`config.mk`:
```
export PLATFORM = sky130hd
export DESIGN_NAME = pc_ret_stack
export DESIGN_NICKNAME = d
export VERILOG_FILES = /design/src/rtl/cpu_pkg.sv /design/src/rtl/ret_lifo.sv /design/src/rtl/pc_ret_stack.sv
export SDC_FILE = /design/constraint.sdc
export NUM_CORES = 1
export LEC_CHECK = 0
export BUFFER_PORTS_ARGS = -buffer_cell sky130_fd_sc_hd__buf_2
export CELL_PAD_IN_SITES_DETAIL_PLACEMENT = 1
export CELL_PAD_IN_SITES_GLOBAL_PLACEMENT = 1
export CORE_ASPECT_RATIO = 0.7
export CORE_MARGIN = 8
export CORE_UTILIZATION = 40
export CTS_BUF_LIST = sky130_fd_sc_hd__clkbuf_4
export DETAILED_ROUTE_END_ITERATION = 8
export PLACE_DENSITY_LB_ADDON = 0.25
export SKIP_LAST_GASP = 1
export SYNTH_ARGS = -nofsm -noshare
export SYNTH_HDL_FRONTEND = slang
export SYNTH_SLANG_ARGS = --single-unit
```
`constraint.sdc`:
```
create_clock -name clk -period 6.6 [get_ports clk]
set_input_delay 0.33 -clock clk [delete_from_list [all_inputs] [get_ports clk]]
set_output_delay 0.33 -clock clk [all_outputs]
set_load 0.02 [all_outputs]
```
`src/rtl/cpu_pkg.sv`:
```
// Shared CPU definitions: address width, PC reset value and the next-PC select encoding.
package cpu_pkg;

  localparam int ADDR_W = 12;

  typedef logic [ADDR_W-1:0] addr_t;

  localparam addr_t PC_RESET = '0;

  typedef enum logic [1:0] {
    SEQ = 2'b00,
    JMP = 2'b01,
    RET = 2'b10,
    BR  = 2'b11
  } pc_src_e;

endpackage

```
`src/rtl/ret_lifo.sv`:
```
// Return-address LIFO: storage, occupancy count, push/pop/replace rules, and
// single-cycle overflow/underflow pulses for the parent's sticky error flag.
module ret_lifo #(
  parameter int ADDR_W = 12,
  parameter int DEPTH  = 8
) (
  input  logic                       clk,
  input  logic                       rst_n,
  input  logic                       push,
  input  logic                       pop,
  input  logic [ADDR_W-1:0]          wdata,
  output logic [ADDR_W-1:0]          tos,
  output logic [$clog2(DEPTH):0]     count,
  output logic                       full,
  output logic                       empty,
  output logic                       ovf,
  output logic                       unf
);

  localparam int AW = $clog2(DEPTH);
  localparam int CW = AW + 1;

  logic [ADDR_W-1:0] mem [DEPTH];
  logic [CW-1:0]     cnt;
  logic [AW-1:0]     wr_idx;
  logic [AW-1:0]     top_idx;
  logic              do_push;
  logic              do_pop;
  logic              do_repl;

  assign wr_idx  = cnt[AW-1:0];
  assign top_idx = AW'(cnt - CW'(1));

  assign full  = (cnt == CW'(DEPTH));
  assign empty = (cnt == '0);

  // Push+pop on a non-empty stack rewrites the top in place (tail call style).
  assign do_push = push & ~pop & ~full;
  assign do_pop  = pop & ~push & ~empty;
  assign do_repl = push & pop & ~empty;

  assign ovf = push & ~pop & full;
  assign unf = pop & empty;

  always_ff @(posedge clk or negedge rst_n) begin
    if (!rst_n) begin
      cnt <= '0;
    end else if (do_push) begin
      cnt <= cnt + CW'(1);
    end else if (do_pop) begin
      cnt <= cnt - CW'(1);
    end
  end

  // Storage carries no reset; entries above count are never observed.
  always_ff @(posedge clk) begin
    if (do_push) begin
      mem[wr_idx] <= wdata;
    end else if (do_repl) begin
      mem[top_idx] <= wdata;
    end
  end

  assign tos   = empty ? '0 : mem[top_idx];
  assign count = cnt;

endmodule

```
`src/rtl/pc_ret_stack.sv`:
```
// Program counter with hardware return-address stack.
// Optional PC_RET_STACK_HALT_EN: a stack error freezes the PC until err_clr.
module pc_ret_stack
  import cpu_pkg::PC_RESET;
#(
  parameter int ADDR_W = cpu_pkg::ADDR_W,
  parameter int DEPTH  = 8
) (
  input  logic                   clk,
  input  logic                   rst_n,
  input  logic                   pc_we,
  input  logic [ADDR_W-1:0]      next_pc,
  input  logic                   push,
  input  logic                   pop,
  input  logic                   err_clr,
  output logic [ADDR_W-1:0]      pc,
  output logic [ADDR_W-1:0]      pc_plus1,
  output logic [ADDR_W-1:0]      tos,
  output logic [$clog2(DEPTH):0] count,
  output logic                   full,
  output logic                   empty,
  output logic                   stack_err,
  output logic                   halted
);

  logic ovf;
  logic unf;
  logic pc_load;

  assign pc_plus1 = pc + ADDR_W'(1);

  ret_lifo #(
    .ADDR_W (ADDR_W),
    .DEPTH  (DEPTH)
  ) u_lifo (
    .clk    (clk),
    .rst_n  (rst_n),
    .push   (push),
    .pop    (pop),
    .wdata  (pc_plus1),
    .tos    (tos),
    .count  (count),
    .full   (full),
    .empty  (empty),
    .ovf    (ovf),
    .unf    (unf)
  );

`ifdef PC_RET_STACK_HALT_EN
  assign pc_load = pc_we & ~stack_err;
  assign halted  = stack_err;
`else
  assign pc_load = pc_we;
  assign halted  = 1'b0;
`endif

  always_ff @(posedge clk or negedge rst_n) begin
    if (!rst_n) begin
      pc <= ADDR_W'(PC_RESET);
    end else if (pc_load) begin
      pc <= next_pc;
    end
  end

  // A fresh error on the same edge as err_clr keeps the flag set.
  always_ff @(posedge clk or negedge rst_n) begin
    if (!rst_n) begin
      stack_err <= 1'b0;
    end else if (ovf | unf) begin
      stack_err <= 1'b1;
    end else if (err_clr) begin
      stack_err <= 1'b0;
    end
  end

endmodule
```
======== Word level (Yosys, flattened, before mapping) ========
Memories as Yosys holds them, arrays and structs flattened.
Index checks and enable logic that the tools add are counted.
word-level totals
  flip-flop bits (word level) ............. 17
  latch bits .............................. 0
  bits in writable memories ............... 96
  memory bits (read-only) ................. 0
  input bits .............................. 18
  output and inout port bits .............. 44
  logic and storage cells ................. 38
  memories kept ........................... 1
cells by class
  $add $sub $neg .......................... 3
  $mul .................................... 0
  div/mod/pow operators ................... 0
  $lt $le $gt $ge ......................... 0
  equal/unequal tests ..................... 1
  shift operators ......................... 0
  mux-type cells .......................... 13
  bitwise operators ....................... 13
  reduce and logical (&&, ||, !) cells .... 4
memories
  memory      depth  width  read ports  clocked after Yosys merged registers in  write ports  RTL line        source
  u_lifo.mem  8      12     1           0                                        1            ret_lifo.sv:23  logic [ADDR_W-1:0] mem [DEPTH];
operators with widths
  cell                                               number
  two-way mux 12 bit                                 2
  adder 12 x 1 -> 12 bit (second input constant)     1
  OR reduction 12 bit                                1
  AND 1 bit                                          8
  two-way mux 1 bit                                  8
  two-way mux 4 bit                                  2
  adder 4 x 1 -> 4 bit (second input constant)       1
  equality test 4 bit (second input constant)        1
  logical NOT 4 bit                                  1
  NOT 1 bit                                          4
  nonzero test 2 bit                                 2
  subtractor 4 x 1 -> 4 bit (second input constant)  1
  two-way mux 3 bit                                  1
  bitwise OR 1 bit                                   1

======== Logic depth before layout (Yosys ltp) ========
Gate-level depths: netlist of run 1.
  word-level depth ........................ 8
  mapped depth ............................ 10
  mapped depth without buffers ............ 7

======== Hierarchy ========
Synthesis of run 1 repeated with hierarchy kept, for this count alone.
second synthesis, totals
  cells, all modules ...................... 309
  area total of the unflattened synthesis .. 4954.8 sq um
by module, submodules not included
  module        instances  cells each  area each (sq um)  sequential area each (sq um)
  ret_lifo      1          245         4242.8             2982.9
  pc_ret_stack  1          64          711.9              325.3

======== Least setup slack after synthesis of run 1 ========
Ideal clock, no wire load.
  path type ............................... flip-flop to flip-flop
  from .................................... register u_lifo.cnt[0] (netlist: u_lifo.count[0])
  to ...................................... memory u_lifo.mem[1][0] (enable)
  setup time .............................. 0.380 ns
  arrival ................................. 2.497 ns
  data required time ...................... 6.220 ns
  path slack .............................. 3.723 ns
  cell stages (with the launch flop) ...... 10
  path buffers ............................ 4
  clock period less this slack ............ 2.877 ns
  path through ............................ dfrtp_1 > buf_6 > buf_6 > inv_1 > ha_1 > buf_6 > and3b_2 > buf_2 > o32a_1 > nor2_1
on the way
  elaborated cells between the ends (all ways) .. 15
  those cells by class .................... add/sub: 1; eq/ne: 1; mux: 7; bitwise: 4; reduce/logical: 2
RTL lines
  item                                                                     RTL line            source
  start: declaration                                                       ret_lifo.sv:24      logic [CW-1:0] cnt;
  start signal: assignment                                                 ret_lifo.sv:49      cnt <= cnt + CW'(1);
  start signal: assignment                                                 ret_lifo.sv:51      cnt <= cnt - CW'(1);
  equality test 4 bit *                                                    ret_lifo.sv:34      assign full = (cnt == CW'(DEPTH));
  via full                                                                 pc_ret_stack.sv:20  output logic full,
  NOT 1 bit *                                                              ret_lifo.sv:38      assign do_push = push & ~pop & ~full;
  AND 1 bit *                                                              ret_lifo.sv:38
  two-way mux 1 bit                                                        ret_lifo.sv:57      if (do_push) begin
  two-way mux 1 bit (implied by the code)                                  ret_lifo.sv:60      mem[top_idx] <= wdata;
  OR reduction 12 bit (no source line)                                     n/a
  two-way mux 3 bit (no source line) or two-way mux 1 bit (tied branches)  n/a
  end: declaration                                                         ret_lifo.sv:23
Mark *: on every way through the listed nets, which the timed path passes. The rest lies on a longest branch.

======== Worst setup path in the final report of run 1 ========
  from .................................... register u_lifo.cnt[0] (netlist: u_lifo.count[0])
  to ...................................... memory u_lifo.mem[7][2] (enable)
on the way
  longest elaborated chain between the ends .. 8
  elaborated cells between the ends (all ways) .. 15
  those cells by class .................... add/sub: 1; eq/ne: 1; mux: 7; bitwise: 4; reduce/logical: 2
RTL lines
  item                                                                     RTL line        source
  logical NOT 4 bit                                                        ret_lifo.sv:35  assign empty = (cnt == '0);
  NOT 1 bit                                                                ret_lifo.sv:40  assign do_repl = push & pop & ~empty;
  AND 1 bit                                                                ret_lifo.sv:40
  two-way mux 1 bit                                                        ret_lifo.sv:59  end else if (do_repl) begin
  two-way mux 1 bit                                                        ret_lifo.sv:57
  two-way mux 1 bit (implied by the code)                                  ret_lifo.sv:60
  OR reduction 12 bit (no source line)                                     n/a
  two-way mux 3 bit (no source line) or two-way mux 1 bit (tied branches)  n/a
Several ways; a longest one is shown, not always the timed one.

==> results of run 1 <==
==> final timing paths <==
check | to | cells after the start
max | u_lifo.mem[7][2] | 7
min | pc[11] | 2
max reg2reg | u_lifo.mem[7][2] | 7
min reg2reg | stack_err | 2
max in group asynchronous | pc[6] | 2
min in group asynchronous | u_lifo.count[3] | 2
==> final cells by class <==
type | instances | area [um^2]
multi-input combinational | 133 | 1391
inverter | 8 | 35.03
fill | 1183 | 6302
clock inverter | 11 | 75.07
clock buffer | 21 | 157.7
timing repair buffer | 65 | 342.8
tap | 157 | 196.4
sequential | 113 | 3308
==> sequential cells by signal (all words and copies together) (netlist names) <==
name	flops
u_lifo.count	4
stack_err	1
pc	12
u_lifo.mem	96
==> power by group through the flow <==
stage | Sequential, mW | Combinational (mW) | Clock, mW
2_1_floorplan | 0.979 | 0.829 | 0
3_3_place_gp | 0.976 | 1.07 | 0
3_5_place_dp | 0.980 | 1.10 | 0
4_1_cts | 0.966 | 1.10 | 0.454
5_1_grt | 0.978 | 1.15 | 0.482
6_report | 0.966 | 1.07 | 0.441
==> metal layers <==
layer  GRT usage  vias up  routed length [um]
met3     0.05090       12                 534
li1            -     1224                   -
met1      0.1859     1407                5317
met2      0.2355       53                5295
met4     0.05584        0                 146
met5           0        -                   0
==> timing repair <==
action | 4_1_cts | 5_1_grt
hold buffers | 2 | 0
hold endpoints to repair | 18 | 0
buffers inserted | 0 | 0
==> logic make-up (layout without fill, tap and decap cells) <==
| logic type | Yosys count | count (layout) | synth area share |
|---|---|---|---|
| AO/OA/AOI/OAI | 30 | 30 | 0.04828 |
| adder cells (fa/ha/maj) | 3 | 3 | 0.007664 |
| XOR/XNOR | 13 | 13 | 0.02324 |
| other | 1 | 1 | 0.0007655 |
| flip-flops | 113 | 113 | 0.6754 |
| buffers and inverters | 24 | 105 | 0.04061 |
| multiplexers | 36 | 36 | 0.1507 |
| AND/OR/NAND/NOR | 50 | 50 | 0.05339 |
==> per-stage QoR <==
stage	utilization	setup WS, ps	power, mW
final	0.4663	2802	2.481
after global routing	0.4663	2473	2.615
after CTS	0.4663	2740	2.519
after detailed placement	0.4449	2767	2.076
after global placement	0.4449	2972	2.050
after floorplan	-	3723	1.808
==> cells in the final DEF (no fill, tap or decap), drive strengths merged, types with 11 or more instances in the layout <==
cell type and n:
mux4 24, nor2 14, dfrtp 17, clkinv 11, nand2 13, clkbuf 21, buf 63, a22o 12
edfxtp 96, mux2 11
==> out/results.tsv, run 1 <==
stage	metric	value	unit
yosys	syn_area	4898	um^2
place	io_buffers	60	
timing	skew	17.09	ps
place	place_inst	474	
critical_path	critPathTopFamily	simple AND/OR/NAND/NOR gates	
die	die_y	108.6	um
timing	setup_viol	0	
power_and_ir_drop	p_per_area	450.6	nW/um^2
critical_path	path_cells	buf_4 -> inv_1 -> ha_1 -> nand3b_1 -> o211ai_1 -> nand2_1 -> nor2_1	
place	gp_congestion	0.7445	
die	ioPinCount	62	
drt	via_per_inst	5.307	
power_and_ir_drop	power.internal	1.536	mW
yosys	synth_largest_area_cell	edfxtp_1	
finish	design_area	5507	um^2
min_path	hp-start	next_pc[11]	
finish	layout.cells.non_filler	508	
clock_network	cts_tree	done	
finish	nets	359	
critical_path	arrival	3900	ps
yosys	synthTopCellsByArea	edfxtp_1 (59%), mux4_1 (9.1%), dfrtp_1 (8.7%)	
critical_path	max_stage_delay	940	ps
run_status	status	complete, no violations	
timing	fmax	0.2633	GHz
timing	maxSlewViolCount	0	
place	dpl-instance-area	5254	um^2
drt	first_pass_iters	4	
clock_network	cts_resized	0	
power_and_ir_drop	power.share.clock	0.178	
yosys	async_flop_share	0.1504	
drt	drt_iter0_drc	145	
critical_path	cp-start-kind	flop	
timing	tns	0	ps
global_routing	grt_max_degree	31	
yosys	postSynthAreaPerCell	18.14	um^2
finish	area_growth	12.41	%
yosys	yosysTopAreaCellShare	0.5885	
global_routing	grt_overflow	0	
min_path	hp-class	in2reg	
timing	post-route-period-util	0.5754	
timing	final_hold_viol_count	0	
die	core_area	11810	um^2
yosys	syn_nets	291	
critical_path	reg2reg_slack	2800	ps
clock_network	htreeDepth	4	
die	row_count	33	
die	initial_utilization	0.4148	
critical_path	cp-end-kind	flop	
power_and_ir_drop	p_leak	2.039	nW
yosys	synth_edf_count	96	
yosys	ys_ff_latch	113	
global_routing	grt_pass1_vias	2918	
drt	drc	0	
power_and_ir_drop	ir_worst_vdd	0.2335	mV
timing	hold_ws	65.77	ps
power_and_ir_drop	pwr-share-comb	0.433	
power_and_ir_drop	switchingPower	0.9452	mW
drt	avgRoutedWirePerCell	22.23	um
place	place_hpwl	7661	um
clock_network	clock_sinks	113	
critical_path	cp.required	6700	ps
timing	finalCriticalPeriod	3798	ps
timing	max_slew_margin	0.1767	
clock_network	root_buffer	clkbuf_4	
critical_path	critPathKind	reg2reg	
timing	rsz0062_at_grt	no	
timing	tightest_slew	1230	ps
drt	wl	11290	um
yosys	yosysWarningCount	0	
global_routing	grt_pass1_wl	17630	um
critical_path	r2r-start	u_lifo.count[0]	
global_routing	grtUsageTotal	0.1483	
yosys	netlist_instances	270	
power_and_ir_drop	seqPwrFrac	0.389	
drt	ant_nets	0	
yosys	post_synth_num_cell_types	47	
critical_path	critPathBufInv	2	
run	drv_cap	0	
critical_path	cp-startpoint	u_lifo.count[0]	
finish	antennaDiodeCount	0	
die	dieArea	16100	um^2
yosys	synth_ff_type	edfxtp_1	
clock_network	clkLatencyLatePin	490	ps
global_routing	antenna_found_initial	0	
critical_path	worst_path_max_delay_cell	nor2_1	
drt	vias	2696	
power_and_ir_drop	swShare	0.3810	
yosys	yosys-top-cells-count	edfxtp_1 (96), dfrtp_1 (17), mux4_1 (17)	
finish	layout-drive-gt1-share	0.3333	
yosys	yosysMostFrequentCell	edfxtp_1	
clock_network	cts_buffers	17	
die	die_w	148.3	um
yosys	synth_seq_area_share	0.6754	
critical_path	crit_path_max_fanout	30	
clock_network	cts.clk_slew.worst_paths	100	ps
clock_network	ctsLongestPathBuffers	2	
No activity file was read; power rests on OpenSTA's default activity.
==> run 2: changes to the inputs <==
- clock period: 6.6 -> 3.62 ns (I/O delays scaled with it)
==> run 2 against run 1 <==
Against the previous run:
- setup slack lost 2200 ps
- clock-buffer cell count down 1
- critical endpoint is now tos[11]
- worst hold slack improved by 16 ps
==> out/results.tsv, run 2 (same netlist as run 1, synthesis figures left out) <==
stage	metric	value	unit	change
timing	skew	20.79	ps	+3.697 ps
drt	drc	0		unchanged
drt	drt_iter0_drc	205		+41%
finish	area_growth	16.99	%	
clock_network	ctsLongestPathBuffers	2		unchanged
critical_path	crit_path_max_fanout	12		-60%
critical_path	cp-start-kind	flop		
min_path	hp-class	in2reg		
clock_network	cts_buffers	17		unchanged
power_and_ir_drop	p_leak	2.140	nW	+5.0%
clock_network	cts.clk_slew.worst_paths	110	ps	about the same
run	drv_cap	0		unchanged
finish	fill_cells	1178		-0.42%
finish	final_cell_mix	edfxtp_1 (96), buf_2 (60), clkbuf_4 (20), mux4_1 (17), dfrtp_1 (17)		
power_and_ir_drop	p_per_area	813.9	nW/um^2	+81%
critical_path	path_cells	inv_1 -> ha_1 -> xnor2_1 -> nor2_4 -> a22o_2 -> buf_2		
die	die_w	148.3	um	unchanged
drt	wl	11710	um	+3.6%
finish	layout.cells.most_common	edfxtp_1		
global_routing	grt_pass1_vias	2887		-1.1%
finish	multi_input_area	1391	um^2	unchanged
finish	seq_area	3308	um^2	unchanged
finish	layout.cells.non_filler	528		+3.9%
timing	maxSlewViolCount	0		unchanged
timing	max_slew_margin	0.3829		+0.2062
finish	layout-drive-gt1-share	0.3450		+0.01168
drt	avgRoutedWirePerCell	22.17	um	-0.28%
die	ioPinCount	62		unchanged
finish	antennaDiodeCount	0		unchanged
place	place_inst	482		+1.7%
die	dieArea	16100	um^2	unchanged
drt	first_pass_iters	4		unchanged
place	gp_congestion	0.7745		+4.0%
clock_network	clock_sinks	113		unchanged
global_routing	grt_pass1_wl	17840	um	+1.2%
clock_network	cts_tree	done		
timing	tns	0	ps	unchanged
clock_network	htreeDepth	4		unchanged
die	die_y	108.6	um	unchanged
clock_network	clkLatencyLatePin	520	ps	+30 ps
die	initial_utilization	0.4148		unchanged
finish	top_register	u_lifo.mem		
timing	fmax	0.3267	GHz	
global_routing	grtUsageTotal	0.1534		+0.005133
drt	ant_nets	0		unchanged
timing	tightest_slew	919.0	ps	-311.4 ps
global_routing	antenna_found_initial	0		unchanged
critical_path	arrival	2880	ps	-1020 ps
global_routing	grt_overflow	0		unchanged
critical_path	max_stage_delay	750	ps	-190 ps
timing	post-route-period-util	0.8456		
run_status	status	complete, no violations		
timing	rsz0062_at_grt	no		
timing	finalCriticalPeriod	3061	ps	
die	core_area	11810	um^2	unchanged
finish	largest_reg_flops	96		unchanged
critical_path	worst_path_max_delay_cell	xnor2_1		
clock_network	cts_resized	0		unchanged
global_routing	grt_max_degree	30		-3.2%
power_and_ir_drop	ir_worst_vdd	0.3744	mV	+60%
finish	nets	380		+5.8%
clock_network	root_buffer	clkbuf_4		
place	place_hpwl	7650	um	-0.15%
critical_path	cp.required	3440	ps	-3260 ps
timing	setup_viol	0		unchanged
die	row_count	33		unchanged
critical_path	cp-end-kind	output pin		
place	io_buffers	60		unchanged
drt	via_per_inst	5.350		+0.82%
critical_path	critPathKind	reg2out		
drt	vias	2825		+4.8%
timing	final_hold_viol_count	0		unchanged
[run 2: cell types whose count changed in the layout (fill, tap and decap cells not counted), moves of 3 or more]
cell | previous run | this run
clkinvlp_4 | 0 | 3
buf_4 | 3 | 11
dlygate4sd3_1 | 2 | 15
clkinv_1 | 4 | 0
[run 2: power breakdown]
| group | switching, mW | internal [mW] | leakage [nW] |
|---|---|---|---|
| Sequential | 0.104 | 1.65 | 1.07 |
| Combinational | 1.20 | 0.815 | 0.924 |
| Clock | 0.468 | 0.423 | 0.144 |
[run 2: critical path, delay by kind of cell (launching register included)]
kind	cells	cell delay, ps
buffers and inverters	2	280
XOR/XNOR	1	750
AND/OR/NAND/NOR	1	230
AO/OA/AOI/OAI	1	310
adder cells (fa/ha/maj)	1	300
flip-flops	1	490
[run 2: worst paths after layout]
check / from / endpoint / slack [ps] / cells after the start
max in group asynchronous: rst_n / pc[7] / 3180 / 2
hold / removal: pc_we / pc[10] / 80 / 3
setup / recovery: u_lifo.count[1] / tos[11] / 560 / 6
min in group asynchronous: rst_n / u_lifo.count[1] / 120 / 2
setup reg to reg: u_lifo.count[1] / u_lifo.mem[3][6] / 1070 / 8
hold reg to reg: stack_err / stack_err / 540 / 2
[run 2: timing repair]
action	in CTS	in global routing
hold buffers	15	0
setup buffers	0	0
hold endpoints to repair	31	0
[run 2: layer usage]
layer	part of all wire	wire (um)	GRT usage	vias to the layer above
met4	0.0091	107	0.05439	0
met3	0.056	650	0.04965	7
met2	0.46	5424	0.2307	69
met5	0	0	0	-
met1	0.47	5524	0.2060	1481
li1	-	-	-	1268
[run 2: metrics by stage]
stage | setup WS, ps | hold WS (ps) | util | instance area [um^2] | total power [mW]
2_1_floorplan | 742.8 | -114.6 | - | 4898 | 3.296
3_3_place_gp | 1188 | 138.6 | 0.4500 | 5314 | 3.802
3_5_place_dp | 1115 | 154.5 | 0.4500 | 5314 | 3.824
4_1_cts | 531.5 | 41.46 | 0.4853 | 5731 | 4.740
5_1_grt | 375.3 | 58.19 | 0.4853 | 5731 | 4.914
6_report | 559.0 | 82.07 | 0.4853 | 5731 | 4.664
[run 2: layout make-up]
| class | instances | area share |
|---|---|---|
| Sequential cell | 113 | 0.5773 |
| Multi-Input combinational cell | 133 | 0.2428 |
| Timing Repair Buffer | 86 | 0.09301 |
| Tap cell | 157 | 0.03428 |
| Clock buffer | 20 | 0.02620 |
| Clock inverter | 11 | 0.02031 |
| Inverter | 8 | 0.006114 |
==> run 3: changes to the inputs <==
- ABC_AREA: default -> 1
- clock period: 3.62 -> 2.83 ns (I/O delays scaled with it)
==> run 3 against run 2 <==
Against the previous run:
- register-to-register slack got worse by 500 ps
- via count rose by 41%
- clock-buffer cell count is 3 lower
- first-iteration DRC count rose by 33%
- clock power increased by 87%
- die area grew 5.7%
- global-route usage up 2.5 points
- design area increased by 9.7%
- critical path type unchanged
- critical endpoint is now tos[4]
- largest cell class unchanged
==> out/results.tsv, run 3 <==
stage	metric	value	unit	change
run_status	status	complete, no violations		
global_routing	grt_overflow	0		unchanged
place	dpl-instance-area	5687	um^2	+7.0%
yosys	yosysTopAreaCellShare	0.5523		-0.03625
die	die_y	111.6	um	+2.8%
drt	wl	14490	um	+24%
critical_path	cp-end-kind	output pin		
power_and_ir_drop	ir_worst_vdd	0.6169	mV	+65%
run	drv_cap	0		unchanged
place	place_hpwl	9393	um	+23%
place	io_buffers	60		unchanged
drt	avgRoutedWirePerCell	18.16	um	-18%
drt	first_pass_iters	5		+1
timing	tightest_slew	813.0	ps	-106.0 ps
die	ioPinCount	62		unchanged
finish	largest_reg_flops	96		unchanged
clock_network	htreeDepth	4		unchanged
yosys	synthTopCellsByArea	edfxtp_1 (55%), nand2_1 (10%), dfrtp_1 (8.1%)		
die	initial_utilization	0.4027		-0.01211
yosys	syn_area	5220	um^2	+6.6%
finish	antennaDiodeCount	0		unchanged
yosys	synth_ff_type	edfxtp_1		
finish	area_growth	20.42	%	
die	core_area	12960	um^2	+9.8%
yosys	yosys-top-cells-count	nand2_1 (145), edfxtp_1 (96), nor2_1 (93)		
min_path	hp-class	in2reg		
timing	rsz0062_at_grt	no		
timing	finalCriticalPeriod	2658	ps	
drt	drc	0		unchanged
clock_network	ctsLongestPathBuffers	2		unchanged
yosys	syn_nets	548		+88%
yosys	postSynthAreaPerCell	9.905	um^2	-45%
global_routing	grtUsageTotal	0.1780		+0.02457
place	gp_congestion	0.7964		+2.8%
die	die_w	152.5	um	+2.9%
yosys	synth_seq_area_share	0.6337		-0.04160
power_and_ir_drop	p_per_area	1134	nW/um^2	+39%
critical_path	reg2reg_slack	570	ps	-500 ps
critical_path	worst_path_max_delay_cell	dfrtp_1		
critical_path	cp.required	2690	ps	-750 ps
clock_network	cts_tree	done		
drt	ant_nets	0		unchanged
timing	max_slew_margin	0.4561		+0.07320
yosys	synth_largest_area_cell	edfxtp_1		
clock_network	clkLatencyLatePin	520	ps	about the same
critical_path	path_cells	inv_1 -> ha_2 -> buf_4 -> nand3_1 -> nand3_2 -> nand2_1 -> nor2_1 -> buf_2		
clock_network	cts.clk_slew.worst_paths	130	ps	+20 ps
yosys	ys_ff_latch	113		unchanged
critical_path	arrival	2520	ps	-360 ps
clock_network	clock_sinks	113		unchanged
yosys	yosysWarningCount	0		unchanged
global_routing	grt_pass1_vias	4350		+51%
global_routing	grt_pass1_wl	23430	um	+31%
yosys	yosysMostFrequentCell	nand2_1		
global_routing	antenna_found_initial	0		unchanged
clock_network	cts_setup_buffers	0		unchanged
critical_path	crit_path_max_fanout	25		+13
die	dieArea	17020	um^2	+5.7%
yosys	post_synth_num_cell_types	27		-43%
finish	nets	640		+68%
yosys	synth_edf_count	96		unchanged
clock_network	cts_buffers	17		unchanged
timing	setup_viol	0		unchanged
timing	maxSlewViolCount	0		unchanged
critical_path	critPathTopFamily	buffers and inverters		
finish	final_cell_mix	nand2_1 (144), edfxtp_1 (96), nor2_1 (92), buf_2 (60), inv_1 (46)		
drt	drt_iter0_drc	272		+33%
critical_path	critPathBufInv	3		+1
finish	layout.cells.most_common	nand2_1		
timing	post-route-period-util	0.9391		
critical_path	cp-start-kind	flop		
clock_network	root_buffer	clkbuf_4		
timing	final_hold_viol_count	0		unchanged
timing	tns	0	ps	unchanged
yosys	async_flop_share	0.1504		unchanged
die	row_count	35		+6.1%
critical_path	max_stage_delay	420	ps	-330 ps
finish	design_area	6286	um^2	+9.7%
yosys	netlist_instances	527		+95%
timing	skew	25.85	ps	+5.063 ps
drt	via_per_inst	4.980		-6.9%
critical_path	critPathKind	reg2out		
finish	top_register	u_lifo.mem		
drt	vias	3974		+41%
global_routing	grt_max_degree	55		+83%
timing	fmax	0.3763	GHz	
finish	fill_cells	1508		+28%
finish	layout-drive-gt1-share	0.2152		-0.1298
power_and_ir_drop	p_leak	2.762	nW	+29%
run 3: cell types whose count changed in the layout (fill, tap and decap cells not counted), sizes merged, moves of 5 or more:
cell / delta
a22o: -12
buf: +7
bufinv: +5
inv: +46
mux2: -9
mux4: -24
nand2: +138
nand3: +37
nor2: +79
o21ai: +31
xnor2: -7
run 3: routing by layer:
layer	track usage	vias to the layer above	wire, um
li1	-	1903	-
met1	0.2141	1964	6475
met2	0.3047	89	7178
met3	0.04876	18	637
met4	0.05979	0	201
met5	0	-	0
run 3: logic make-up (layout without fill, tap and decap cells):
| group | Yosys count | count (layout) | share of synthesized area |
|---|---|---|---|
| muxes | 2 | 2 | 0.004314 |
| DFF | 113 | 113 | 0.6337 |
| and+or+nand+nor | 291 | 291 | 0.2347 |
| xor gates and xnor gates | 7 | 7 | 0.01175 |
| AOI/OAI and AO/OA | 37 | 37 | 0.03619 |
| other | 1 | 1 | 0.0007184 |
| buffers and inverters | 73 | 178 | 0.07143 |
| adders and majority gates | 3 | 3 | 0.007192 |
run 3: cell type report:
class	count	area [um^2]	area share
Timing Repair Buffer	96	619.3	0.09853
Inverter	50	195.2	0.03105
Clock buffer	17	127.6	0.02030
Sequential cell	113	3309	0.5265
Clock inverter	15	280.3	0.04459
Tap cell	166	207.7	0.03304
Multi-Input combinational cell	341	1546	0.2460
run 3: path summary, 6_finish.rpt:
check,startpoint,to,cells past startpoint
min reg2reg,u_lifo.count[3],u_lifo.count[3],3
min in group asynchronous,rst_n,pc[1],2
max reg2reg,u_lifo.count[1],u_lifo.mem[1][9],8
max in group asynchronous,rst_n,u_lifo.count[0],2
min,pc_we,pc[3],3
max,u_lifo.count[1],tos[4],8
run 3: power breakdown:
group	total, mW	switching [mW]	leakage (nW)	internal, mW
Clock	1.67	0.689	0.205	0.982
Sequential	2.14	0.0859	1.08	2.05
Combinational	3.32	2.31	1.48	1.00
run 3: per-stage QoR:
step                      utilization  hold WS, ps  std cells  worst slack, ps  total power, mW
after detailed placement       0.4387        103.6        748            556.9            5.489
after global placement         0.4387        96.47        748            673.7            5.412
after global routing           0.4849        26.51        798            26.50            7.617
after floorplan                     -       -154.1        527            206.7            4.551
final                          0.4849        51.72        798            172.2            7.129
after CTS                      0.4841       0.3739        798            1.638            7.206
run 3: timing repair:
item | 4_1_cts | 5_1_grt
hold buffers | 18 | 0
endpoints found under the setup margin | 0 | 4
resized for setup | 0 | 4
endpoints found under the hold margin | 31 | 0
run 3: worst reg2reg max path: cells and delay by family (launching register included):
kind | cells | cell delay, ps
adder cells (fa/ha/maj) | 1 | 370
buffers and inverters | 3 | 720
flip-flops | 1 | 420
AND/OR/NAND/NOR | 4 | 430
